**config.mk**
```make
export PLATFORM = sky130hd
export DESIGN_NAME = masked_reduce_pipe
export DESIGN_NICKNAME = d
export VERILOG_FILES = /design/src/rtl/masked_reduce_pipe.sv
export SDC_FILE = /design/constraint.sdc
export NUM_CORES = 1
export LEC_CHECK = 0
export CORE_ASPECT_RATIO = 0.8
export CORE_UTILIZATION = 53
export CTS_CLUSTER_SIZE = 8
export DETAILED_ROUTE_END_ITERATION = 8
export PLACE_DENSITY_LB_ADDON = 0.2
export SLEW_MARGIN = 30
export SYNTH_ARGS = -nofsm -noshare
export SYNTH_HDL_FRONTEND = slang
export SYNTH_SLANG_ARGS = --single-unit
export TNS_END_PERCENT = 100
```
**constraint.sdc**
```tcl
create_clock -name clk -period 3.3 [get_ports clk]
set_input_delay 0.495 -clock clk [delete_from_list [all_inputs] [get_ports clk]]
set_output_delay 0.495 -clock clk [all_outputs]
set_load 0.01 [all_outputs]
```
**src/rtl/masked_reduce_pipe.sv**
```systemverilog
// Pipelined per-bit force/invert stage with AND/OR/XOR reductions on a valid/ready stream.
// Optional saturating hit counter when MRP_HIT_COUNT_EN is defined.
module masked_reduce_pipe #(
  parameter int WIDTH  = 8,
  parameter int STAGES = 2,
  parameter int CNT_W  = 16
) (
  input  logic             clk,
  input  logic             rst_n,
  input  logic             cfg_we,
  input  logic [WIDTH-1:0] cfg_force_en,
  input  logic [WIDTH-1:0] cfg_force_val,
  input  logic [WIDTH-1:0] cfg_invert,
  input  logic             in_valid,
  output logic             in_ready,
  input  logic [WIDTH-1:0] in_data,
  output logic             out_valid,
  input  logic             out_ready,
  output logic [WIDTH-1:0] out_data,
  output logic             out_and,
  output logic             out_or,
  output logic             out_xor
`ifdef MRP_HIT_COUNT_EN
  ,
  output logic [CNT_W-1:0] hit_count
`endif
);

  if (WIDTH < 1) begin : g_bad_width
    $error("WIDTH must be >= 1");
  end
  if (STAGES < 1 || STAGES > 8) begin : g_bad_stages
    $error("STAGES must be 1..8");
  end
  if (CNT_W < 1) begin : g_bad_cnt
    $error("CNT_W must be >= 1");
  end

  // Async assert, clock-synchronous release of the internal reset
  logic [1:0] rst_sync_q;
  logic       rst_ni;

  always_ff @(posedge clk or negedge rst_n) begin
    if (!rst_n) begin
      rst_sync_q <= 2'b00;
    end else begin
      rst_sync_q <= {rst_sync_q[0], 1'b1};
    end
  end

  assign rst_ni = rst_sync_q[1];

  logic [WIDTH-1:0] fen_q;
  logic [WIDTH-1:0] fval_q;
  logic [WIDTH-1:0] inv_q;
  logic [WIDTH-1:0] xf;

  logic [STAGES-1:0]            v_q;
  logic [STAGES-1:0][WIDTH-1:0] d_q;
  logic [STAGES-1:0][2:0]       r_q;
  logic [STAGES-1:0]            adv;

  always_comb begin
    xf = ((in_data & ~fen_q) | (fval_q & fen_q)) ^ inv_q;
  end

  // A stage may load when it is empty or its successor is draining it
  always_comb begin
    adv = '0;
    adv[STAGES-1] = !v_q[STAGES-1] | out_ready;
    for (int k = STAGES - 2; k >= 0; k--) begin
      adv[k] = !v_q[k] | adv[k+1];
    end
  end

  always_ff @(posedge clk or negedge rst_ni) begin
    if (!rst_ni) begin
      fen_q  <= '0;
      fval_q <= '0;
      inv_q  <= '0;
    end else if (cfg_we) begin
      fen_q  <= cfg_force_en;
      fval_q <= cfg_force_val;
      inv_q  <= cfg_invert;
    end
  end

  always_ff @(posedge clk or negedge rst_ni) begin
    if (!rst_ni) begin
      v_q <= '0;
      d_q <= '0;
      r_q <= '0;
    end else begin
      if (adv[0]) begin
        v_q[0] <= in_valid;
        if (in_valid) begin
          d_q[0] <= xf;
          r_q[0] <= {&xf, |xf, ^xf};
        end
      end
      for (int k = 1; k < STAGES; k++) begin
        if (adv[k]) begin
          v_q[k] <= v_q[k-1];
          if (v_q[k-1]) begin
            d_q[k] <= d_q[k-1];
            r_q[k] <= r_q[k-1];
          end
        end
      end
    end
  end

  assign in_ready  = rst_ni & adv[0];
  assign out_valid = v_q[STAGES-1];
  assign out_data  = d_q[STAGES-1];
  assign out_and   = r_q[STAGES-1][2];
  assign out_or    = r_q[STAGES-1][1];
  assign out_xor   = r_q[STAGES-1][0];

`ifdef MRP_HIT_COUNT_EN
  logic [CNT_W-1:0] hit_q;

  always_ff @(posedge clk or negedge rst_ni) begin
    if (!rst_ni) begin
      hit_q <= '0;
    end else if (out_valid && out_ready && out_and && !(&hit_q)) begin
      hit_q <= hit_q + 1'b1;
    end
  end

  assign hit_count = hit_q;
`endif

endmodule

```
# Word level (Yosys, flattened, before mapping)
# Index checks and enable logic that the tools add are counted.
[classes]
n_bitwise = 8
reduce_logical = 7
[ops]
columns = ["cell", "n"]
rows = [
  ["8-bit bitwise AND", 2],
  ["8-bit NOT", 1],
  ["8-bit OR", 1],
  ["8-bit AND reduction", 1],
  ["8-bit OR reduction", 1],
  ["8-bit XOR reduction", 1],
  ["8-bit XOR", 1],
  ["2-bit AND reduction", 2],
  ["1-bit zero test", 2],
  ["1-bit OR", 2],
  ["1-bit bitwise AND", 1],
]
[word_totals]
output_inout_bits = 13
word_cells = 25
regBits = 50
input_bits = 37

# Depth between registers and ports, before layout
[logic_depth]
word_depth = 5
depth_mapped = 6
mapped_depth_nobuf = 6

# Least setup slack after synthesis
# No wires, ideal clock.
[synth_path]
path_kind = "register -> output"
start = "register rst_sync_q[1]"
end = "output port in_ready"
required_ns = 2.805
n_path_buf = 0
setup_slack_ns = 1.154
arrival_time_ns = 1.651
path_stages_with_launch = 2
path_cell_list = "dfrtp_1 and2_1"
[synth_via]
elab_chain_cells = 1
[synth_lines]
columns = ["element", "line", "source"]
rows = [
  ["start, declared", "40", "logic [1:0] rst_sync_q;"],
  ["start signal, assigned", "47", "rst_sync_q <= {rst_sync_q[0], 1'b1};"],
  ["1-bit bitwise AND", "113", "assign in_ready = rst_ni & adv[0];"],
  ["end, declared", "15", "output logic in_ready,"],
]
# Every way passes these cells.

# Worst setup path in the final report
[layout_path]
start = "input port out_ready"
end = "output port in_ready"
[layout_via]
elab_chain_cells = 3
[layout_lines]
columns = ["element", "line", "source"]
rows = [
  ["start, declared", "18", "input logic out_ready,"],
  ["1-bit OR", "70", "adv[STAGES-1] = !v_q[STAGES-1] | out_ready;"],
  ["1-bit OR", "72", "adv[k] = !v_q[k] | adv[k+1];"],
  ["1-bit bitwise AND", "113", ""],
]
# Every way passes these cells.

==> impl_metrics.tcl <==
set metrics [dict create \
    post-synth-top-count-cell "dfrtp_1" \
    min_path_cells 0 \
    tightestPinTransition_ns 0.588 \
    grt_pass1_vias 1327 \
    ys_warn_count 0 \
    dp_hpwl_mm 2.73 \
    fin_util_pct 71.3 \
    cap_violations 0 \
    synthCells 161 \
    vias 1274 \
    avgRoutedWirePerCell_um 13.8 \
    worstSetupEndpointType "output port" \
    cts-resized-gates 0 \
    synthTopCellsByArea "dfrtp_1, mux2_2, mux2_1" \
    crit_path_max_fanout 4 \
    syn_nets 205 \
    avgSynthCellArea_sq_um 13.6 \
    rows 20 \
    grt_use_met2_pct 31.5 \
    cts.sinks 50 \
    htree_levels 2 \
    path_clk_slew_ns 0.08 \
    cp-startpoint "out_ready" \
    synth_top_family_by_area "multiplexers" \
    met3_usage_pct 6.97 \
    grt.busiest_layer "met2" \
    drc_errors 0 \
    p_total_mw 1.54 \
    cpPeakStageDelay_ns 0.52 \
    period_share_pct 70.1 \
    drtAntennaViolNets 0 \
    area_growth_pct 26.7 \
    max_slew_margin_pct 60.8 \
    power_density_nw_per_um2 557 \
    cp_top_family "buffers and inverters" \
    antenna_found_initial 0 \
    leakage_nw 1.21 \
    grt_pass1_wl_mm 5.99 \
    hold_viol 0 \
    first_pass_iters 4 \
    rr_startpoint "fen_q[7]" \
    ir_drop_v 0.000318 \
    place_ws_ns 0.990 \
    cp_num_cells 4 \
    async_flop_share_pct 100 \
    clk_latency_ns 0.30 \
    overflow 0 \
    drive_above_1_share_pct 17.4 \
    synth-xor-area-share_pct 4.42 \
    cts_buffers 5 \
    cts_setup_buffers 0 \
    gr-usage-all-layers_pct 18.9 \
    fin_ws_ns 0.985 \
    synthSimpleGateAreaFrac_pct 4.30 \
    synth_cell_type_count 23 \
    tns_ns 0 \
    ff2ff_path_depth 6 \
    cp_data_arrival_time_ns 1.82 \
    cts_tree "done" \
    cts_max_path_buffers 2 \
    final.setup_skew_ns 0.00656 \
    die_w_um 73.7 \
    synthAdderAreaFrac_pct 4.01 \
    fin_crit_ns 2.31 \
    start_kind "input port" \
    yosysTopAreaCell "dfrtp_1" \
    setup_viol 0 \
    grt_use_met1_pct 23.7 \
    synth_edf_count 0 \
    max_freq_ghz 0.432 \
    path_cells "clkdlybuf4s50_1 -> nand3b_1 -> and2_1 -> clkdlybuf4s50_1" \
    crit_slowest_cell "clkdlybuf4s50_1" \
    final_cell_area_sq_um 2760 \
    critPathKind "in -> out" \
    placed_area_sq_um 2670 \
    grt_max_degree 49 \
    wl_mm 3.61 \
    nets 250 \
    ys_seq_area_share_pct 57.3 \
    synth_top_cell_area_share_pct 57.3 \
    synth_compound_area_share_pct 2.06 \
    gp_congestion 0.751 \
    rsz0062_at_grt "false" \
    fp.coreArea_sq_um 3880 \
    dieArea_sq_um 4380 \
    synth_common_cells "dfrtp_1, mux2_2, mux2_1" \
    synth-seq-cells 50 \
    cp_common_cell "clkdlybuf4s50_1" \
    ys.flop_type "dfrtp_1" \
    min_path_type "reg -> reg" \
    ctsHoldBuffers 0 \
    initial_core_util_pct 56.3 \
    diodes 0 \
    critPathRequiredTime_ns 2.80 \
    muxShareOfSynthArea_pct 22.8 \
    min_from "rst_sync_q[0]" \
    slew_violations 0 \
    io_pins 50 \
    die_y_um 59.4 \
    cts_root_buffer "clkbuf_8" \
    status "finished, final reports clean" \
    drt_iter0_drc 49 \
    synth_area_sq_um 2180 \
    avgViaCountPerCell 4.86 \
    port_buffers 49 \
    crit_buf_inv 2 \
]
metrics by stage:
step / hold WS, ns / cells
after floorplan: 0.199 / 161
after global placement: 0.335 / 254
after detailed placement: 0.350 / 254
after CTS: 0.369 / 262
after global routing: 0.359 / 262
final: 0.362 / 262
sequential cells by signal (all words and copies together) (netlist names):
register,cells
r_q,3
out_and,1
inv_q,8
out_or,1
v_q,2
out_data,8
d_q,8
rst_sync_q,2
fval_q,8
out_xor,1
fen_q,8
worst paths after layout:
kind                                  to  slack, ns
setup / recovery                in_ready       0.99
hold / removal             rst_sync_q[1]       0.36
setup reg to reg                  r_q[0]       1.52
hold reg to reg            rst_sync_q[1]       0.36
max in group asynchronous       fen_q[7]       2.53
min in group asynchronous         r_q[1]       0.37
worst register-to-register path: stages, from the launching register on:
cell and delay [ns]:
dfrtp_1 0.36, mux2i_1 0.22, xor2_1 0.34, ha_1 0.32, xnor2_1 0.19, xnor2_1 0.14
o21ai_0 0.09
per-layer routing:
layer / up-vias / routed length (um)
met5: - / 0
met4: 0 / 15
met3: 2 / 141
met2: 31 / 1850
met1: 618 / 1600
li1: 623 / -
area by class of cell:
type | count | area (sq um)
clock buffers | 7 | 86.3
inverters | 6 | 22.5
flip-flops and latches | 50 | 1250
multi-input cells | 92 | 823
well taps | 55 | 68.8
repair buffers | 51 | 505
clock inverters | 1 | 5.00
fillers | 264 | 1110
cells in the final DEF, fill, tap and decap left out, types with 2 or more instances in the layout:
cell type	n
inv_1	6
nand2_1	9
mux2_1	12
o21ai_1	4
xor2_1	6
nand2b_1	3
clkdlybuf4s50_1	49
buf_4	2
clkbuf_8	6
o21ai_0	4
mux2_2	25
dfrtp_1	49
ha_1	7
xnor2_1	5
mux2i_1	8
logic make-up (layout without fill, tap and decap cells):
kind of cell	after synthesis	in the layout
compound gates	9	9
fa+ha+maj	7	7
simple gates	19	19
flops	50	50
xor+xnor	11	11
buf+inv	19	65
other cells	1	1
mux	45	45
where the power goes:
part           total, mW  leakage, nW  switching [mW]  internal (mW)
registers          0.777        0.588          0.0584          0.719
clock network      0.353       0.0482           0.184          0.169
logic              0.408        0.573           0.169          0.239
Power figures use the tool's default switching activity.
